===== src/rtl/cc_speed_scheduler_pkg.sv =====
`default_nettype none
// ----------------------------------------------------------------------------
// cc_speed_scheduler_pkg : shared game constants, scheduler state encoding
// Rev 1.0
// ----------------------------------------------------------------------------
package cc_speed_scheduler_pkg;

  localparam int c_level_w         = 3;
  localparam logic [c_level_w-1:0] c_level_max = 3'd7;
  localparam int c_lane_cnt_w      = 3;
  localparam int c_base_tc_default = 4000000;
  localparam int c_step_tc_default = 400000;

  typedef enum logic [1:0] {
    ST_IDLE   = 2'd0,
    ST_RUN    = 2'd1,
    ST_PAUSE  = 2'd2,
    ST_LVLCHG = 2'd3
  } sched_state_t;

  function automatic logic [c_level_w-1:0] level_inc(input logic [c_level_w-1:0] lvl);
    return (lvl == c_level_max) ? lvl : lvl + 3'd1;
  endfunction

endpackage
`default_nettype wire


===== src/rtl/cc_lane_divider.sv =====
`default_nettype none
// ----------------------------------------------------------------------------
// cc_lane_divider : divides the movement tick by LANE_IDX+1, registered strobe
// Rev 1.0
// ----------------------------------------------------------------------------
module cc_lane_divider
  import cc_speed_scheduler_pkg::*;
#(
  parameter int LANE_IDX = 0
) (
  input  logic i_clk,
  input  logic i_rst_n,
  input  logic i_clear,
  input  logic i_tick,
  output logic o_shift
);

  localparam logic [c_lane_cnt_w-1:0] c_last = c_lane_cnt_w'(LANE_IDX);

  logic [c_lane_cnt_w-1:0] r_cnt;
  logic                    r_shift;

  always_ff @(posedge i_clk or negedge i_rst_n) begin
    if (!i_rst_n) begin
      r_cnt   <= '0;
      r_shift <= 1'b0;
    end else if (i_clear) begin
      r_cnt   <= '0;
      r_shift <= 1'b0;
    end else if (i_tick) begin
      r_shift <= (r_cnt == c_last);
      r_cnt   <= (r_cnt == c_last) ? '0 : r_cnt + 3'd1;
    end else begin
      r_shift <= 1'b0;
    end
  end

  assign o_shift = r_shift;

endmodule
`default_nettype wire


===== src/rtl/cc_speed_scheduler.sv =====
`default_nettype none
// ----------------------------------------------------------------------------
// cc_speed_scheduler : level FSM, level-dependent prescaler tick, lane strobes
// Rev 1.0
// ----------------------------------------------------------------------------
module cc_speed_scheduler
  import cc_speed_scheduler_pkg::*;
#(
  parameter int SCHED_DATAWIDTH = 23,
  parameter int SCHED_BASE_TC   = c_base_tc_default,
  parameter int SCHED_STEP_TC   = c_step_tc_default,
  parameter int SCHED_LANES     = 4
) (
  input  logic                   CC_SPEED_SCHEDULER_CLOCK_50,
  input  logic                   CC_SPEED_SCHEDULER_RESET_InLow,
  input  logic                   CC_SPEED_SCHEDULER_start_InLow,
  input  logic                   CC_SPEED_SCHEDULER_pause_InLow,
  input  logic                   CC_SPEED_SCHEDULER_levelUp_InHigh,
  input  logic                   CC_SPEED_SCHEDULER_gameOver_InHigh,
  output logic                   CC_SPEED_SCHEDULER_tick_OutHigh,
  output logic [SCHED_LANES-1:0] CC_SPEED_SCHEDULER_laneShift_OutBUS,
  output logic [c_level_w-1:0]   CC_SPEED_SCHEDULER_CurrentLevel_OutBUS,
  output logic                   CC_SPEED_SCHEDULER_levelMax_OutHigh,
  output logic                   CC_SPEED_SCHEDULER_running_OutHigh
);

  // Highest level must still leave a non-negative terminal count that fits.
  if ((SCHED_STEP_TC < 0) ||
      (SCHED_BASE_TC < int'(c_level_max) * SCHED_STEP_TC) ||
      (64'(SCHED_BASE_TC) >= (64'd1 << SCHED_DATAWIDTH)) ||
      (SCHED_LANES < 1) || (SCHED_LANES > 8)) begin : g_param_check
    $error("cc_speed_scheduler: illegal terminal-count or lane parameters");
  end

  sched_state_t                r_state;
  sched_state_t                w_state_next;
  logic [SCHED_DATAWIDTH-1:0]  r_presc;
  logic [SCHED_DATAWIDTH-1:0]  w_tc;
  logic [c_level_w-1:0]        r_level;
  logic [c_level_w-1:0]        w_level_next;
  logic                        r_tick;
  logic                        r_running;
  logic                        r_level_max;
  logic                        w_in_run;
  logic                        w_match;
  logic                        w_fire;
  logic                        w_clear;
  logic [SCHED_LANES-1:0]      w_lane_shift;

  wire w_clk       = CC_SPEED_SCHEDULER_CLOCK_50;
  wire w_rst_n     = CC_SPEED_SCHEDULER_RESET_InLow;
  wire w_start     = ~CC_SPEED_SCHEDULER_start_InLow;
  wire w_pause     = ~CC_SPEED_SCHEDULER_pause_InLow;
  wire w_lvl_up    = CC_SPEED_SCHEDULER_levelUp_InHigh;
  wire w_game_over = CC_SPEED_SCHEDULER_gameOver_InHigh;

  assign w_tc     = SCHED_DATAWIDTH'(SCHED_BASE_TC - SCHED_STEP_TC * int'(r_level));
  assign w_in_run = (r_state == ST_RUN);
  assign w_match  = (r_presc == w_tc);
  // Level change and game over both outrank a coincident terminal count.
  assign w_fire   = w_in_run && w_match && !w_lvl_up && !w_game_over;
  assign w_clear  = w_game_over || (r_state == ST_LVLCHG);

  always_comb begin
    w_state_next = r_state;
    if (w_game_over) begin
      w_state_next = ST_IDLE;
    end else begin
      case (r_state)
        ST_IDLE:   if (w_start) w_state_next = ST_RUN;
        ST_RUN: begin
          if (w_lvl_up)     w_state_next = ST_LVLCHG;
          else if (w_pause) w_state_next = ST_PAUSE;
        end
        ST_PAUSE:  if (w_start && !w_pause) w_state_next = ST_RUN;
        ST_LVLCHG: w_state_next = ST_RUN;
        default:   w_state_next = ST_IDLE;
      endcase
    end
  end

  always_comb begin
    w_level_next = r_level;
    if (w_game_over)                w_level_next = '0;
    else if (r_state == ST_LVLCHG)  w_level_next = level_inc(r_level);
  end

  always_ff @(posedge w_clk or negedge w_rst_n) begin
    if (!w_rst_n) begin
      r_state     <= ST_IDLE;
      r_presc     <= '0;
      r_level     <= '0;
      r_tick      <= 1'b0;
      r_running   <= 1'b0;
      r_level_max <= 1'b0;
    end else begin
      r_state     <= w_state_next;
      r_level     <= w_level_next;
      r_tick      <= w_fire;
      r_running   <= (w_state_next == ST_RUN);
      r_level_max <= (w_level_next == c_level_max);
      if (w_clear) begin
        r_presc <= '0;
      end else if (w_in_run && !w_lvl_up) begin
        r_presc <= w_match ? '0 : r_presc + SCHED_DATAWIDTH'(1);
      end
    end
  end

  for (genvar g = 0; g < SCHED_LANES; g++) begin : g_lane
    cc_lane_divider #(
      .LANE_IDX (g)
    ) u_lane_divider (
      .i_clk   (w_clk),
      .i_rst_n (w_rst_n),
      .i_clear (w_clear),
      .i_tick  (w_fire),
      .o_shift (w_lane_shift[g])
    );
  end

  assign CC_SPEED_SCHEDULER_tick_OutHigh        = r_tick;
  assign CC_SPEED_SCHEDULER_laneShift_OutBUS    = w_lane_shift;
  assign CC_SPEED_SCHEDULER_CurrentLevel_OutBUS = r_level;
  assign CC_SPEED_SCHEDULER_levelMax_OutHigh    = r_level_max;
  assign CC_SPEED_SCHEDULER_running_OutHigh     = r_running;

endmodule
`default_nettype wire


===== config.mk =====
export PLATFORM = sky130hd
export DESIGN_NAME = cc_speed_scheduler
export DESIGN_NICKNAME = d
export VERILOG_FILES = /design/src/rtl/cc_speed_scheduler_pkg.sv /design/src/rtl/cc_lane_divider.sv /design/src/rtl/cc_speed_scheduler.sv
export SDC_FILE = /design/constraint.sdc
export NUM_CORES = 1
export LEC_CHECK = 0
export ABC_AREA = 0
export CORE_ASPECT_RATIO = 1.1
export CORE_MARGIN = 2
export CORE_UTILIZATION = 30
export CTS_CLUSTER_DIAMETER = 40
export DETAILED_ROUTE_END_ITERATION = 6
export MAX_ROUTING_LAYER = met4
export PLACE_DENSITY = 0.44
export SLEW_MARGIN = 15
export SYNTH_ARGS = -nofsm -noshare
export SYNTH_HDL_FRONTEND = slang
export SYNTH_SLANG_ARGS = --single-unit

===== constraint.sdc =====
create_clock -name CC_SPEED_SCHEDULER_CLOCK_50 -period 4.8 [get_ports CC_SPEED_SCHEDULER_CLOCK_50]
set_input_delay 0.72 -clock CC_SPEED_SCHEDULER_CLOCK_50 [delete_from_list [all_inputs] [get_ports CC_SPEED_SCHEDULER_CLOCK_50]]
set_output_delay 0.72 -clock CC_SPEED_SCHEDULER_CLOCK_50 [all_outputs]
set_load 0.01 [all_outputs]

==> results.yml, run 1 <==
placed_design:
  place_area_mm2: 0.00350
  dp_hpwl_mm: 5.37
  port_buffers: 15
  place_ws_ps: 847
  gp_congestion: 0.800
floorplanning:
  die_area_mm2: 0.0118
  die_w_um: 104
  die_h_um: 114
  coreArea_mm2: 0.0108
  initial_core_util_pct: 30.4
  rows: 40
  io_pins: 16
logic_synthesis:
  netlist_area_mm2: 0.00328
  ys_warn_count: 0
  postSynthAreaPerCell_um2: 8.85
  synth_seq_area_share_pct: 35.8
  syn-num-nets: 393
  synthArstFlopShare_pct: 100
  synth_top_area_cell: "dfrtp_1"
  synth_ff_type: "dfrtp_1"
  synth_cells: 371
  synth_top_area_share_pct: 35.8
  ys_types: 62
  ys_seq_elements: 47
  synth_area_leaders: "dfrtp_1 (36%), ha_1 (6.1%), nand3_1 (5.5%)"
  synth_edf_count: 0
clock_tree:
  cts_sinks: 47
  h-tree-depth: 2
  cts_resized: 0
  worstSkewPairLatency_ps: 290
  cts-root-buf: "clkbuf_16"
  numCtsBuffers: 5
  cts_hold_buf: 0
  post_cts_buffers: 0
  clk_pin_slew_ps: 70
  cts_tree: "built"
  cts_buffer_depth: 2
timing:
  skew_ps: 2.61
  setup_ws_ps: 872
  finalCritPeriodShare_pct: 81.8
  drv_slew: 0
  rsz0062_at_grt: "false"
  post-route-min-period_ps: 3930
  tightest_slew_ps: 834
  hold_viol_final: 0
  setup_viol: 0
  slew_headroom_pct: 44.2
  max_freq_mhz: 255
  setup_tns_ps: 0
routing:
  final_antenna_net_count: 0
  remaining_drc_errors: 0
  drt_first_iter_violations: 98
  wl_per_cell_um: 14.4
  vias_per_cell: 4.99
  first_pass_iters: 4
  vias: 2608
  wirelength_mm: 7.53
pwr:
  leakagePower_nw: 1.52
  ir_drop_mv: 0.136
  power.density_mw_per_mm2: 253
critical_path:
  cp.required_ps: 4980
  arrival_ps: 4110
  startpoint_type: "register"
  end_kind: "register"
  crit_type: "register to register"
  path_max_fanout: 14
finish:
  diodes: 0
  syn2layout_area_growth_pct: 12.6
  utilization_pct: 34.2
  drive_above_1_share_pct: 8.78
  postLayoutCellArea_mm2: 0.00370
  fin_nets: 397
hold_path:
  min_path_type: "register to register"
global_route:
  grt.total_usage_pct: 14.0
  grt_start_max_net_pins: 48
  antenna_found_initial: 0
  grt_pass1_wl_mm: 12.8
  grt.overflow.total: 0
  grt_pass1_vias: 2510
job:
  maxCapViolCount: 0
outcome:
  outcome: "completed"
==> registers in the layout, indices dropped and copies added (netlist names) <==
register	count
CC_SPEED_SCHEDULER_CurrentLevel_OutBUS	3
CC_SPEED_SCHEDULER_levelMax_OutHigh	1
g_lane.u_lane_divider.r_cnt	12
r_presc	23
CC_SPEED_SCHEDULER_running_OutHigh	1
r_state	2
g_lane.u_lane_divider.o_shift	4
CC_SPEED_SCHEDULER_tick_OutHigh	1
==> layer usage <==
| layer | track usage [%] | vias to the layer above | wire [um] |
|---|---|---|---|
| met4 | 4.23 | 0 | 102 |
| met1 | 17.5 | 1257 | 3660 |
| met5 | - | - | 0 |
| met3 | 2.51 | 6 | 155 |
| li1 | - | 1322 | - |
| met2 | 23.2 | 23 | 3610 |
==> final cells by class <==
cell class / count / area (um2)
tap: 147 / 184
inverter: 21 / 78.8
fill: 1152 / 7110
clock inverter: 3 / 67.6
timing repair buffer: 18 / 168
sequential: 47 / 1180
multi-input combinational: 282 / 1900
clock buffer: 5 / 125
==> through the flow <==
step | hold WS [ps] | instances | total power, mW
3_3_place_gp | 475 | 515 | 0.483
3_5_place_dp | 475 | 515 | 0.484
5_1_grt | 513 | 523 | 0.970
4_1_cts | 496 | 523 | 0.949
6_report | 497 | 523 | 0.934
2_1_floorplan | 424 | 371 | 0.457
==> logic make-up (layout without fill, tap and decap cells) <==
logic type / Yosys count / count (layout) / share of synthesized area (%)
compound gates: 66 / 66 / 14.5
buf+inv: 42 / 47 / 6.40
xor+xnor: 27 / 27 / 7.66
mux: 8 / 8 / 2.52
fa+ha+maj: 16 / 16 / 6.10
flops: 47 / 47 / 35.8
simple gates: 165 / 165 / 27.0
==> cells in the mapped netlist, drive strengths merged (2+ instances only) <==
master	number
buf	12
a22o	2
nor2	16
and2	5
xnor2	20
nand3	37
nand3b	4
o311ai	15
nand4	3
nand2b	4
mux2i	6
a31oi	4
a21oi	15
nor3b	3
or2	7
nor3	8
and3b	2
xor2	7
ha	16
o22ai	2
dfrtp	47
nor2b	2
clkbuf	9
nor4	4
and3	5
a21o	3
o21ai	13
nand2	49
nor4b	4
a21boi	2
nand4b	2
or3	8
mux2	2
inv	21
==> layout by cell type, fill, tap and decap left out, types with 2 or more instances in the layout <==
cell type         n
nand2_1          48
dfrtp_1          47
nand3_1          36
inv_1            21
xnor2_1          19
ha_1             16
nor2_1           15
a21oi_1          14
clkdlybuf4s50_1  14
o21ai_0          12
nor3_1            8
or3_1             8
o311ai_1          8
o311ai_0          7
mux2i_1           6
xor2_1            6
or2_2             5
and3_1            5
clkbuf_16         5
and2_1            4
a31oi_1           4
nand3b_1          4
nand2b_1          4
nor4b_1           3
nor3b_1           3
nand4_1           3
a21o_1            3
buf_4             3
o22ai_1           2
nor4_1            2
and3b_1           2
nand4b_1          2
nor4_2            2
nor2b_1           2
a22o_1            2
or2_1             2
bufinv_16         2
==> power breakdown <==
part	internal, mW	leakage, nW	switching, mW
registers	0.399	0.654	0.00652
clock network	0.299	0.0900	0.161
logic	0.0244	0.773	0.0442
total	0.722	1.52	0.212
==> worst max-delay path, cell delays in order (launching register included) <==
cell,delay (ps)
dfrtp_1,580
inv_1,170
ha_1,380
inv_1,60
ha_1,300
and3b_1,200
a311oi_2,250
xnor2_1,170
nor4_2,300
xor2_1,130
nor4_2,510
nand3_4,240
and2_4,240
a211o_1,280
==> final timing paths <==
| check | startpoint | endpoint | slack [ps] | cells after the start |
|---|---|---|---|---|
| max | CC_SPEED_SCHEDULER_CurrentLevel_OutBUS[1] | g_lane[0].u_lane_divider.r_cnt[2] | 870 | 13 |
| min | g_lane[2].u_lane_divider.r_cnt[2] | g_lane[2].u_lane_divider.o_shift | 500 | 1 |
| max reg2reg | CC_SPEED_SCHEDULER_CurrentLevel_OutBUS[1] | g_lane[0].u_lane_divider.r_cnt[2] | 870 | 13 |
| min reg2reg | g_lane[2].u_lane_divider.r_cnt[2] | g_lane[2].u_lane_divider.o_shift | 500 | 1 |
| max in group asynchronous | CC_SPEED_SCHEDULER_RESET_InLow | r_presc[2] | 3840 | 2 |
| min in group asynchronous | CC_SPEED_SCHEDULER_RESET_InLow | g_lane[1].u_lane_divider.o_shift | 530 | 2 |
Power figures use the tool's default switching activity.
==> run 2: changes to the inputs <==
==> constraint.sdc (replaced) <==
create_clock -name CC_SPEED_SCHEDULER_CLOCK_50 -period 4 [get_ports CC_SPEED_SCHEDULER_CLOCK_50]
set_input_delay 0.6 -clock CC_SPEED_SCHEDULER_CLOCK_50 [delete_from_list [all_inputs] [get_ports CC_SPEED_SCHEDULER_CLOCK_50]]
set_output_delay 0.6 -clock CC_SPEED_SCHEDULER_CLOCK_50 [all_outputs]
set_load 0.01 [all_outputs]
==> results.yml, run 2 (synthesis gave the netlist of run 1 again) <==
clock_tree:
  h-tree-depth: 2
  cts-root-buf: "clkbuf_16"
  cts_tree: "built"
  numCtsBuffers: 5
  cts_resized: 0
  clk_pin_slew_ps: 70
  cts_hold_buf: 0
  cts_sinks: 47
  worstSkewPairLatency_ps: 290
  cts_buffer_depth: 2
  post_cts_buffers: 0
global_route:
  antenna_found_initial: 0
  grt_pass1_vias: 2597
  grt.overflow.total: 0
  grt.total_usage_pct: 14.0
  grt_start_max_net_pins: 32
  grt_pass1_wl_mm: 13.1
placed_design:
  dp_cells: 521
  port_buffers: 15
  place_ws_ps: 238
  place_area_mm2: 0.00355
  gp_congestion: 0.750
  dp_hpwl_mm: 5.59
routing:
  wirelength_mm: 7.47
  vias_per_cell: 5.00
  wl_per_cell_um: 14.1
  final_antenna_net_count: 0
  first_pass_iters: 4
  remaining_drc_errors: 0
  drt_first_iter_violations: 132
  vias: 2645
critical_path:
  cp.required_ps: 4180
  end_kind: "register"
  startpoint_type: "register"
  arrival_ps: 3910
  r2r_start: "CC_SPEED_SCHEDULER_CurrentLevel_OutBUS[0]"
  path_max_fanout: 13
  crit_start: "CC_SPEED_SCHEDULER_CurrentLevel_OutBUS[0]"
  crit_type: "register to register"
finish:
  syn2layout_area_growth_pct: 12.7
  top_register: "r_presc"
  final_cell_mix: "nand2_1 (48), dfrtp_1 (47), nand3_1 (36), inv_1 (21), xnor2_1 (19)"
  nFillCells: 1159
  seqCellArea_mm2: 0.00118
  final_common_cell: "nand2_1"
  fin_cells: 529
  fin_nets: 403
  postLayoutCellArea_mm2: 0.00370
  diodes: 0
  drive_above_1_share_pct: 10.2
  utilization_pct: 34.2
  multi_input_area_mm2: 0.00190
  largest_reg_flops: 23
floorplanning:
  rows: 40
  die_w_um: 104
  io_pins: 16
  die_area_mm2: 0.0118
  die_h_um: 114
  initial_core_util_pct: 30.4
  coreArea_mm2: 0.0108
timing:
  post-route-min-period_ps: 3730
  skew_ps: 5.94
  tightest_slew_ps: 596
  hold_viol_final: 0
  rsz0062_at_grt: "false"
  slew_headroom_pct: 59.3
  setup_viol: 0
  setup_ws_ps: 274
  max_freq_mhz: 268
  drv_slew: 0
  whs_ps: 225
  setup_tns_ps: 0
  finalCritPeriodShare_pct: 93.1
pwr:
  power.density_mw_per_mm2: 274
  power.total_mw: 1.01
  ir_drop_mv: 0.183
  leakagePower_nw: 1.53
hold_path:
  min_path_type: "input pin to asynchronous set/reset pin"
job:
  maxCapViolCount: 0
outcome:
  outcome: "completed"
[run 2: cell count changes in the layout (fill, tap and decap cells not counted), sizes merged]
cell,previous run,this run
bufinv,2,0
inv,21,23
buf,4,10
[run 2: worst paths after layout]
kind | slack, ps | to | cells after the start
max | 270 | g_lane[0].u_lane_divider.r_cnt[2] | 12
min | 220 | g_lane[1].u_lane_divider.o_shift | 1
max reg2reg | 270 | g_lane[0].u_lane_divider.r_cnt[2] | 12
min reg2reg | 480 | g_lane[2].u_lane_divider.o_shift | 1
max in group asynchronous | 3000 | r_presc[9] | 2
min in group CC_SPEED_SCHEDULER_CLOCK_50 | 480 | g_lane[2].u_lane_divider.o_shift | 1
[run 2: per-layer routing]
layer / wire (um) / part of all wire [%] / GRT usage, % / up-vias
li1: - / - / - / 1333
met1: 3730 / 50 / 18.2 / 1269
met2: 3460 / 46 / 22.6 / 37
met3: 161 / 2.2 / 2.11 / 6
met4: 111 / 1.5 / 4.41 / 0
met5: 0 / 0 / - / -
[run 2: area by class of cell]
| class | instances | area share [%] |
|---|---|---|
| inverters | 21 | 2.13 |
| well taps | 147 | 4.97 |
| flip-flops and latches | 47 | 31.8 |
| multi-input cells | 282 | 51.3 |
| clock inverters | 3 | 0.744 |
| clock buffers | 5 | 3.38 |
| repair buffers | 24 | 5.75 |
[run 2: power breakdown]
group	switching [mW]	leakage, nW	internal [mW]
clock	0.204	0.0723	0.239
combinational	0.0543	0.804	0.0321
sequential	0.00682	0.654	0.479
[run 2: critical path, cell delays in order (launching register included)]
cell and delay (ps):
dfrtp_1 480, buf_4 210, ha_1 220, ha_1 330, and3b_1 200, a311oi_2 250, xnor2_1 170, nor4_2 310
xor2_1 130, nor4_2 530, nand3_4 250, and2_4 230, a211o_1 280
==> run 3: changes to the inputs <==
--- a/config.mk
+++ b/config.mk
@@ -11,6 +11,7 @@
 export CORE_UTILIZATION = 30
 export CTS_CLUSTER_DIAMETER = 40
 export DETAILED_ROUTE_END_ITERATION = 6
+export HOLD_SLACK_MARGIN = 0.08
 export MAX_ROUTING_LAYER = met4
 export PLACE_DENSITY = 0.44
 export SLEW_MARGIN = 15
==> results of run 3 <==
No change in the layout: final DEF, timing and power equal those of run 2.
